## src/rtl/l1_cache_pkg.sv

```systemverilog
// Shared definitions for the L1 cache controller.
//   - default tag/index widths of the 32-bit byte address split
//   - bit positions inside the 24-bit tag entry {valid, dirty, tag}
//   - controller FSM state encoding
package l1_cache_pkg;

    localparam int TAG_W     = 22;  // addr[31:10]
    localparam int IDX_W     = 8;   // addr[9:2]
    localparam int ENTRY_W   = 24;  // {valid, dirty, tag}
    localparam int VALID_BIT = 23;
    localparam int DIRTY_BIT = 22;

    typedef enum logic [2:0] {
        ST_IDLE,
        ST_LOOKUP,
        ST_WRBACK,
        ST_REFILL,
        ST_RESP
    } state_t;

endpackage

```

## src/rtl/l1_sat_counter.sv

```systemverilog
// 16-bit saturating event counter.
//   clk   : clock
//   rst   : synchronous active-high reset, clears the count
//   inc   : count one event on this rising edge
//   count : current value, holds at 0xFFFF once reached
module l1_sat_counter (
    input  logic        clk,
    input  logic        rst,
    input  logic        inc,
    output logic [15:0] count
);

    logic [15:0] count_reg;

    always_ff @(posedge clk) begin
        if (rst) begin
            count_reg <= '0;
        end else if (inc && (count_reg != 16'hFFFF)) begin
            count_reg <= count_reg + 16'd1;
        end
    end

    assign count = count_reg;

endmodule

```

## src/rtl/l1_cache_ctrl.sv

```systemverilog
// Direct-mapped L1 cache controller, one 64-bit word per line.
//   CPU side : cpu_req_valid/we/addr/wdata in, cpu_req_ready, cpu_resp_valid,
//              cpu_rdata out (resp_valid is a one-cycle completion pulse)
//   Array    : arr_addr out, arr_tag_valid_dirty/arr_data in (combinational
//              read), arr_wr_l2 (refill) / arr_wr_cpu (CPU write) strobes with
//              arr_tag_update, arr_fill_data, arr_wdata
//   L2 side  : l2_req_valid/we/addr/wdata out (held until l2_ack),
//              l2_ack/l2_rdata in
//   Stats    : hit_cnt (first-pass hits), miss_cnt, both saturating
module l1_cache_ctrl
    import l1_cache_pkg::state_t, l1_cache_pkg::ST_IDLE, l1_cache_pkg::ST_LOOKUP,
           l1_cache_pkg::ST_WRBACK, l1_cache_pkg::ST_REFILL, l1_cache_pkg::ST_RESP,
           l1_cache_pkg::ENTRY_W, l1_cache_pkg::VALID_BIT, l1_cache_pkg::DIRTY_BIT;
#(
    parameter int TAG_W = l1_cache_pkg::TAG_W,
    parameter int IDX_W = l1_cache_pkg::IDX_W
) (
    input  logic               clk,
    input  logic               rst,
    input  logic               cpu_req_valid,
    input  logic               cpu_req_we,
    input  logic [31:0]        cpu_addr,
    input  logic [63:0]        cpu_wdata,
    output logic               cpu_req_ready,
    output logic               cpu_resp_valid,
    output logic [63:0]        cpu_rdata,
    output logic [31:0]        arr_addr,
    input  logic [ENTRY_W-1:0] arr_tag_valid_dirty,
    input  logic [63:0]        arr_data,
    output logic               arr_wr_l2,
    output logic               arr_wr_cpu,
    output logic [ENTRY_W-1:0] arr_tag_update,
    output logic [63:0]        arr_fill_data,
    output logic [63:0]        arr_wdata,
    output logic               l2_req_valid,
    output logic               l2_req_we,
    output logic [31:0]        l2_addr,
    output logic [63:0]        l2_wdata,
    input  logic               l2_ack,
    input  logic [63:0]        l2_rdata,
    output logic [15:0]        hit_cnt,
    output logic [15:0]        miss_cnt
);

    state_t             state_reg;
    logic [31:0]        addr_reg;
    logic               we_reg;
    logic [63:0]        wdata_reg;
    logic               replay_reg;
    logic               ready_reg;
    logic               resp_valid_reg;
    logic [63:0]        rdata_reg;
    logic               wr_l2_reg;
    logic               wr_cpu_reg;
    logic [ENTRY_W-1:0] tag_update_reg;
    logic [63:0]        fill_data_reg;
    logic [63:0]        arr_wdata_reg;
    logic               l2_req_valid_reg;
    logic               l2_req_we_reg;
    logic [31:0]        l2_addr_reg;
    logic [63:0]        l2_wdata_reg;

    logic [TAG_W-1:0]   req_tag;
    logic [IDX_W-1:0]   req_idx;
    logic [TAG_W-1:0]   old_tag;
    logic               lookup_active;
    logic               hit;
    logic               old_dirty;

    assign req_tag   = addr_reg[31 -: TAG_W];
    assign req_idx   = addr_reg[IDX_W+1:2];
    assign old_tag   = arr_tag_valid_dirty[TAG_W-1:0];
    assign hit       = arr_tag_valid_dirty[VALID_BIT] && (old_tag == req_tag);
    assign old_dirty = arr_tag_valid_dirty[VALID_BIT] && arr_tag_valid_dirty[DIRTY_BIT];

    // The cycle after a refill the fill strobe is still writing the array, so
    // the tag seen then is stale; the replay lookup is evaluated one cycle on.
    assign lookup_active = (state_reg == ST_LOOKUP) && !wr_l2_reg;

    always_ff @(posedge clk) begin
        if (rst) begin
            state_reg        <= ST_IDLE;
            addr_reg         <= '0;
            we_reg           <= 1'b0;
            wdata_reg        <= '0;
            replay_reg       <= 1'b0;
            ready_reg        <= 1'b1;
            resp_valid_reg   <= 1'b0;
            rdata_reg        <= '0;
            wr_l2_reg        <= 1'b0;
            wr_cpu_reg       <= 1'b0;
            tag_update_reg   <= '0;
            fill_data_reg    <= '0;
            arr_wdata_reg    <= '0;
            l2_req_valid_reg <= 1'b0;
            l2_req_we_reg    <= 1'b0;
            l2_addr_reg      <= '0;
            l2_wdata_reg     <= '0;
        end else begin
            // Strobes and the response are single-cycle pulses.
            resp_valid_reg <= 1'b0;
            wr_l2_reg      <= 1'b0;
            wr_cpu_reg     <= 1'b0;
            case (state_reg)
                ST_IDLE: begin
                    if (cpu_req_valid) begin
                        addr_reg   <= cpu_addr;
                        we_reg     <= cpu_req_we;
                        wdata_reg  <= cpu_wdata;
                        replay_reg <= 1'b0;
                        ready_reg  <= 1'b0;
                        state_reg  <= ST_LOOKUP;
                    end
                end
                ST_LOOKUP: begin
                    if (lookup_active) begin
                        if (hit) begin
                            if (we_reg) begin
                                wr_cpu_reg     <= 1'b1;
                                tag_update_reg <= {1'b1, 1'b1, req_tag};
                                arr_wdata_reg  <= wdata_reg;
                            end else begin
                                rdata_reg <= arr_data;
                            end
                            resp_valid_reg <= 1'b1;
                            state_reg      <= ST_RESP;
                        end else begin
                            l2_req_valid_reg <= 1'b1;
                            if (old_dirty) begin
                                l2_req_we_reg <= 1'b1;
                                l2_addr_reg   <= {old_tag, req_idx, 2'b00};
                                l2_wdata_reg  <= arr_data;
                                state_reg     <= ST_WRBACK;
                            end else begin
                                l2_req_we_reg <= 1'b0;
                                l2_addr_reg   <= {req_tag, req_idx, 2'b00};
                                state_reg     <= ST_REFILL;
                            end
                        end
                    end
                end
                ST_WRBACK: begin
                    if (l2_ack) begin
                        l2_req_we_reg <= 1'b0;
                        l2_addr_reg   <= {req_tag, req_idx, 2'b00};
                        state_reg     <= ST_REFILL;
                    end
                end
                ST_REFILL: begin
                    if (l2_ack) begin
                        l2_req_valid_reg <= 1'b0;
                        wr_l2_reg        <= 1'b1;
                        fill_data_reg    <= l2_rdata;
                        tag_update_reg   <= {1'b1, 1'b0, req_tag};
                        replay_reg       <= 1'b1;
                        state_reg        <= ST_LOOKUP;
                    end
                end
                ST_RESP: begin
                    ready_reg <= 1'b1;
                    state_reg <= ST_IDLE;
                end
                default: begin
                    ready_reg <= 1'b1;
                    state_reg <= ST_IDLE;
                end
            endcase
        end
    end

    // Statistics: index 0 counts first-pass hits, index 1 counts misses.
    logic [1:0]  cnt_inc;
    logic [15:0] cnt_val [2];

    assign cnt_inc[0] = lookup_active && hit && !replay_reg;
    assign cnt_inc[1] = lookup_active && !hit;

    generate
        for (genvar gi = 0; gi < 2; gi++) begin : g_cnt
            l1_sat_counter u_cnt (
                .clk   (clk),
                .rst   (rst),
                .inc   (cnt_inc[gi]),
                .count (cnt_val[gi])
            );
        end
    endgenerate

    assign hit_cnt        = cnt_val[0];
    assign miss_cnt       = cnt_val[1];
    assign cpu_req_ready  = ready_reg;
    assign cpu_resp_valid = resp_valid_reg;
    assign cpu_rdata      = rdata_reg;
    assign arr_addr       = addr_reg;
    assign arr_wr_l2      = wr_l2_reg;
    assign arr_wr_cpu     = wr_cpu_reg;
    assign arr_tag_update = tag_update_reg;
    assign arr_fill_data  = fill_data_reg;
    assign arr_wdata      = arr_wdata_reg;
    assign l2_req_valid   = l2_req_valid_reg;
    assign l2_req_we      = l2_req_we_reg;
    assign l2_addr        = l2_addr_reg;
    assign l2_wdata       = l2_wdata_reg;

endmodule

```

## config.mk

```make
export PLATFORM = sky130hd
export DESIGN_NAME = l1_cache_ctrl
export DESIGN_NICKNAME = d
export VERILOG_FILES = /design/src/rtl/l1_cache_pkg.sv /design/src/rtl/l1_sat_counter.sv /design/src/rtl/l1_cache_ctrl.sv
export SDC_FILE = /design/constraint.sdc
export NUM_CORES = 1
export LEC_CHECK = 0
export ABC_AREA = 1
export CORE_AREA = 2 2 250 252
export CTS_CLUSTER_DIAMETER = 60
export CTS_CLUSTER_SIZE = 24
export DETAILED_ROUTE_END_ITERATION = 10
export DIE_AREA = 0 0 252 254
export DONT_BUFFER_PORTS = 1
export PLACE_DENSITY = 0.52
export SETUP_SLACK_MARGIN = 0.2
export SYNTH_ARGS = -nofsm -noshare
export SYNTH_HDL_FRONTEND = slang
export SYNTH_HIERARCHICAL = 1
export SYNTH_SLANG_ARGS = --single-unit
```

## constraint.sdc

```tcl
create_clock -name clk -period 2 [get_ports clk]
set_input_delay 0.1 -clock clk [delete_from_list [all_inputs] [get_ports clk]]
set_output_delay 0.1 -clock clk [all_outputs]
set_load 0.02 [all_outputs]
```

==> impl_metrics.ini, run 1 <==
[sta]
worst_slew_pin_slew_ns = 0.631
finClkSkew_ns = 0.0457
period_share = 1.07
fin_ws_ns = -0.150
fin_tns_setup_ns = -2.51
slew_headroom = 0.578
setup_viol = 87
slew_violations = 0
rsz0062_at_grt = yes
finalHoldViolCount = 57
period_minus_slack_ns = 2.15
hold_ws_ns = -0.392
clock.fmax_mhz = 465

[detailed_routing]
vias = 17400
wirelength_um = 65300
drc = 0
vias_per_cell = 4.65
drt_iter0_markers = 1304
drtAntennaViolNets = 0
routedWlPerCell_um = 17.4
firstDrtPassIters = 5

[pwr]
total_power_uw = 23200
leakage_uw = 0.0113
peakVddDrop_mv = 0.872
power_density_nw_per_um2 = 922

[logic_synthesis]
synthTopCellsByArea = dfxtp_1 50%, nand2_1 14%, nor2_1 7.6%, a21oi_1 6.3%, inv_1 5.6%
synth.avg_cell_area_um2 = 7.07
yosysWarnings = 6
syn_area_um2 = 18100
ys_types = 32
ys_seq_area_frac = 0.496
synth_top_cell_by_area = dfxtp_1
ys_ff_latch = 449
syn_inst = 2566
yosysTopAreaCellShare = 0.496

[final_layout]
drive_gt1_frac = 0.159
multi_input_comb_area_um2 = 7760
syn_to_final_growth_pct = 38.7
fillers = 6067
final_cell_area_um2 = 25100
register_area_um2 = 9060
fin_nets = 3176

[critical_path]
cp.required_ns = 2.46
crit_arrival_ns = 2.61
r2r_slack_ns = -0.15
worstSetupPathType = reg -> reg
critPathCaptureType = flop
cp-start-kind = flop
crit_fanout = 35

[die]
core_area_um2 = 61300
dieArea_um2 = 64000
io_pins = 635
initial_core_util = 0.296
die_h_um = 254
rows = 91
die_w_um = 252

[run_status]
failed_checks = negative hold slack, negative setup slack
status = complete, but fails checks

[clocking]
cts_tree = built
clock_path_buffers = 3
cts_made_buffers = 41
cts.sinks = 449
clkTransAtPathRegs_ns = 0.08
htree_levels = 2
insertion_delay_ns = 0.60
clockRootBuffer = clkbuf_16

[placed_design]
place_area_um2 = 20100
port_buffers = 0
place_hpwl_um = 44300
gp_congestion = 0.883

[global_routing]
antenna_found_initial = 8
grt_pass1_vias = 16800
grt-ovfl-total = 0
grt_usage = 0.188
grt_pass1_wl_um = 95400
grt_max_degree = 91

[flow_run]
max_cap_viol_count = 0

[hold_path]
hold_class = in -> reg
## power breakdown
group          switching, µW  internal (µW)  total (µW)
Clock                   4090           4430        8510
Combinational           2360           1750        4110
Sequential               937           9630       10600
Total                   7390          15800       23200
## layer usage
layer,global-route usage,vias up,wire [µm]
met5,0,-,47
met4,0.0690,8,2190
met3,0.0624,131,5470
met2,0.318,617,31100
met1,0.222,7995,26500
li1,-,8686,-
## cell usage after synthesis, drive strengths merged
cell    count
inv       287
nor3        3
nand3     130
nand3b     23
buf        59
a21oi     230
nor4        1
xnor2       1
o21ai     186
o22ai       1
nor2      426
dfxtp     449
ha          2
clkbuf     90
clkinv      1
conb        1
or2         1
nand2     666
nand4       9
## layout by cell type (no fill, tap or decap), types with 12 or more instances in the layout
| master | synthesis | final |
|---|---|---|
| nand2_1 | 659 | 626 |
| dfxtp_1 | 449 | 427 |
| nor2_1 | 365 | 341 |
| inv_1 | 272 | 262 |
| dlygate4sd3_1 | 0 | 253 |
| a21oi_1 | 230 | 229 |
| o21ai_0 | 186 | 181 |
| buf_4 | 6 | 146 |
| nand3_1 | 129 | 121 |
| nor2_2 | 53 | 62 |
| clkbuf_16 | 0 | 53 |
| nand2_2 | 6 | 31 |
| buf_12 | 0 | 30 |
| nand3b_1 | 23 | 23 |
| nor2_4 | 6 | 22 |
| inv_2 | 15 | 21 |
| dfxtp_4 | 0 | 19 |
| buf_6 | 5 | 12 |
## worst max-delay path: stages (launching register included)
cell and delay, ns:
dfxtp_4 0.36, inv_2 0.04, nand2_1 0.07, nand2_1 0.09
nor2_2 0.11, nand2_2 0.09, nor2_4 0.13, nand3_4 0.10
buf_4 0.17, nor2_4 0.09, nand3_4 0.07, buf_12 0.18
buf_16 0.20, nor2_1 0.17, nor2_1 0.08
## timing repair
item                                    CTS  global route
endpoints found under the setup margin  308           365
gates cloned                              2            13
setup buffers                            13             7
hold buffers                            254             1
pin swaps                                18            15
gates resized for setup                  57            79
endpoints found under the hold margin   378            81
## cell families (layout without fill, tap and decap cells)
logic type / count (synthesis) / after routing / synth area share
XOR/XNOR: 1 / 1 / 0.000483
buffers and inverters: 437 / 821 / 0.0970
other: 1 / 6 / 0.000207
flip-flops: 449 / 449 / 0.496
AND/OR/NAND/NOR: 1259 / 1260 / 0.290
AO/OA/AOI/OAI: 417 / 417 / 0.115
adder cells (fa/ha/maj): 2 / 2 / 0.00138
## per-stage QoR
step / util / setup slack, ns / instances
floorplan: - / 0.0447 / 2567
CTS: 0.400 / -0.0883 / 3721
finish: 0.410 / -0.150 / 3746
global route: 0.410 / -0.223 / 3743
detailed placement: 0.329 / -0.218 / 3378
global placement: 0.329 / -0.139 / 3378
## worst paths after layout
check / start / to / cells after the start
worst min register to register: wdata_reg[0] / arr_wdata[0] / 2
worst min-delay path: rst / arr_tag_update[6] / 1
worst max-delay path: arr_addr[18] / cpu_rdata[21] / 14
worst max register to register: arr_addr[18] / cpu_rdata[21] / 14
## final cells by class
| cell class | instances | share of cell area |
|---|---|---|
| inverter | 288 | 0.0438 |
| sequential | 449 | 0.360 |
| clock inverter | 30 | 0.0152 |
| clock buffer | 44 | 0.0429 |
| antenna | 4 | 0.000398 |
| multi-input combinational | 1682 | 0.309 |
| timing repair buffer | 459 | 0.189 |
| tap | 790 | 0.0393 |
Note: power is estimated with default switching activity, not from simulation.
==> inputs of run 2 (changes only) <==
Settings changed: CORE_AREA 2 2 250 252 to 2 2 248 250, DIE_AREA 0 0 252 254 to 0 0 250 252.
==> run 2 against run 1 <==
Against the previous run:
- the run ends with negative setup slack left
- sequential power about the same
- total power fell by 1.5%
- wire length rose by 1.7%
- fmax decreased by 0.15%
- via count up 0.97%
- final area down 0.90%
- critical endpoint is now cpu_rdata[9]
- largest power group unchanged
==> impl_metrics.ini, run 2 (synthesized netlist as in run 1, its figures left out) <==
[placed_design]
gp_congestion = 0.884
port_buffers = 0
dp.cells = 3352
place_hpwl_um = 43900
place_area_um2 = 20000

[hold_path]
hold_class = in -> reg

[detailed_routing]
drtAntennaViolNets = 0
firstDrtPassIters = 6
drt_iter0_markers = 1166
vias = 17600
wirelength_um = 66400
routedWlPerCell_um = 17.8
vias_per_cell = 4.72
drc = 0

[die]
die_w_um = 250
initial_core_util = 0.301
dieArea_um2 = 63000
core_area_um2 = 60100
die_h_um = 252
io_pins = 635
rows = 90

[clocking]
clock_path_buffers = 3
cts_tree = built
insertion_delay_ns = 0.58
htree_levels = 2
clockRootBuffer = clkbuf_16
cts_made_buffers = 40
clkTransAtPathRegs_ns = 0.08
cts.sinks = 449

[global_routing]
grt-ovfl-total = 0
grt_usage = 0.192
grt_max_degree = 74
grt_pass1_wl_um = 96000
antenna_found_initial = 4
grt_pass1_vias = 17100

[sta]
fin_tns_setup_ns = -6.17
hold_ws_ns = 0.0471
period_minus_slack_ns = 2.15
slew_violations = 0
finClkSkew_ns = 0.0262
rsz0062_at_grt = yes
slew_headroom = 0.483
finalHoldViolCount = 0
period_share = 1.08
clock.fmax_mhz = 464
setup_viol = 146
fin_ws_ns = -0.153
worst_slew_pin_slew_ns = 0.773

[final_layout]
drive_gt1_frac = 0.147
fin_cells = 3727
diodes = 0
fillers = 5975
final_cell_area_um2 = 24900
fin_nets = 3170
final_cell_mix = 640 x nand2_1, 427 x dfxtp_1, 353 x nor2_1
syn_to_final_growth_pct = 37.5
final_common_cell = nand2_1

[critical_path]
slowest_stage = dfxtp_4
cp.required_ns = 2.47
crit_top_cell = nor2_1
cpLargestDelayFamily = simple AND/OR/NAND/NOR gates
critPathCaptureType = flop
cp-start-kind = flop
crit_fanout = 14
path_cells = inv_4, nand2_2, nand2_1, nor2_1, nand2_1, nor2_2, nand3_4, buf_4, nor2_4, nand3_4, buf_12, buf_4, buf_6, nor2_1, nor2_1
crit_arrival_ns = 2.62
max_stage_delay_ns = 0.37
critPathBufInv = 5
worstSetupPathType = reg -> reg

[run_status]
failed_checks = negative setup slack
status = complete, but fails checks

[pwr]
leakage_uw = 0.0112
peakVddDrop_mv = 0.618
power_density_nw_per_um2 = 917
total_power_uw = 22800

[flow_run]
max_cap_viol_count = 0
[run 2: changes by cell type in the layout (fill, tap and decap cells not counted), moves of 5 or more]
| cell | change |
|---|---|
| nand2_4 | -7 |
| o21ai_0 | +5 |
| nor2_4 | -9 |
| buf_16 | +5 |
| clkinv_8 | -5 |
| nor2_1 | +12 |
| nand2_2 | -9 |
| buf_12 | -7 |
| o21ai_1 | -5 |
| nand2_1 | +14 |
[run 2: power breakdown]
group,switching (µW),leakage (µW),internal [µW]
clock network,4000,0.000659,4150
registers,925,0.00366,9630
logic,2370,0.00690,1770
total,7290,0.0112,15600
[run 2: worst min-delay path, cell delays in order]
cell and delay, ns:
inv_1 0.04, o21ai_0 0.14, nand3b_1 0.19, nand2_1 0.06, nor2_1 0.03
[run 2: per-layer routing]
metal  global-route usage  wire length, µm  vias to the layer above
li1                     -                -                     8678
met1                0.222            26800                     8101
met2                0.332            31900                      675
met3               0.0577             5320                      148
met4               0.0743             2330                        4
met5                    0               27                        -
[run 2: stage by stage]
stage / util / setup WS, ns
floorplan: - / 0.0447
global placement: 0.332 / -0.0533
detailed placement: 0.332 / -0.0337
CTS: 0.403 / -0.0297
global route: 0.414 / -0.296
finish: 0.414 / -0.153
[run 2: worst paths after layout]
| kind | start | endpoint | slack, ns | cells after the start |
|---|---|---|---|---|
| worst min register to register | wdata_reg[54] | arr_wdata[54] | 0.45 | 2 |
| worst max-delay path | arr_addr[17] | cpu_rdata[9] | -0.15 | 15 |
| worst min-delay path | arr_tag_valid_dirty[19] | l2_addr[29] | 0.05 | 5 |
| worst max register to register | arr_addr[17] | cpu_rdata[9] | -0.15 | 15 |
[run 2: area by class of cell]
type                    count  area (µm²)  share of cell area
flip-flops and latches    449        9060               0.364
multi-input cells        1681        7620               0.306
repair buffers            455        4780               0.192
inverters                 288        1100              0.0441
clock buffers              45        1050              0.0421
well taps                 782         978              0.0393
clock inverters            27         324              0.0130
[run 2: timing repair]
| action | 4_1_cts | 5_1_grt |
|---|---|---|
| setup buffers | 8 | 18 |
| endpoints found under the hold margin | 384 | 90 |
| pin swaps | 14 | 12 |
| setup endpoints to repair | 269 | 322 |
| hold buffers | 254 | 3 |
| cloned | 5 | 15 |
| gates resized for setup | 26 | 51 |
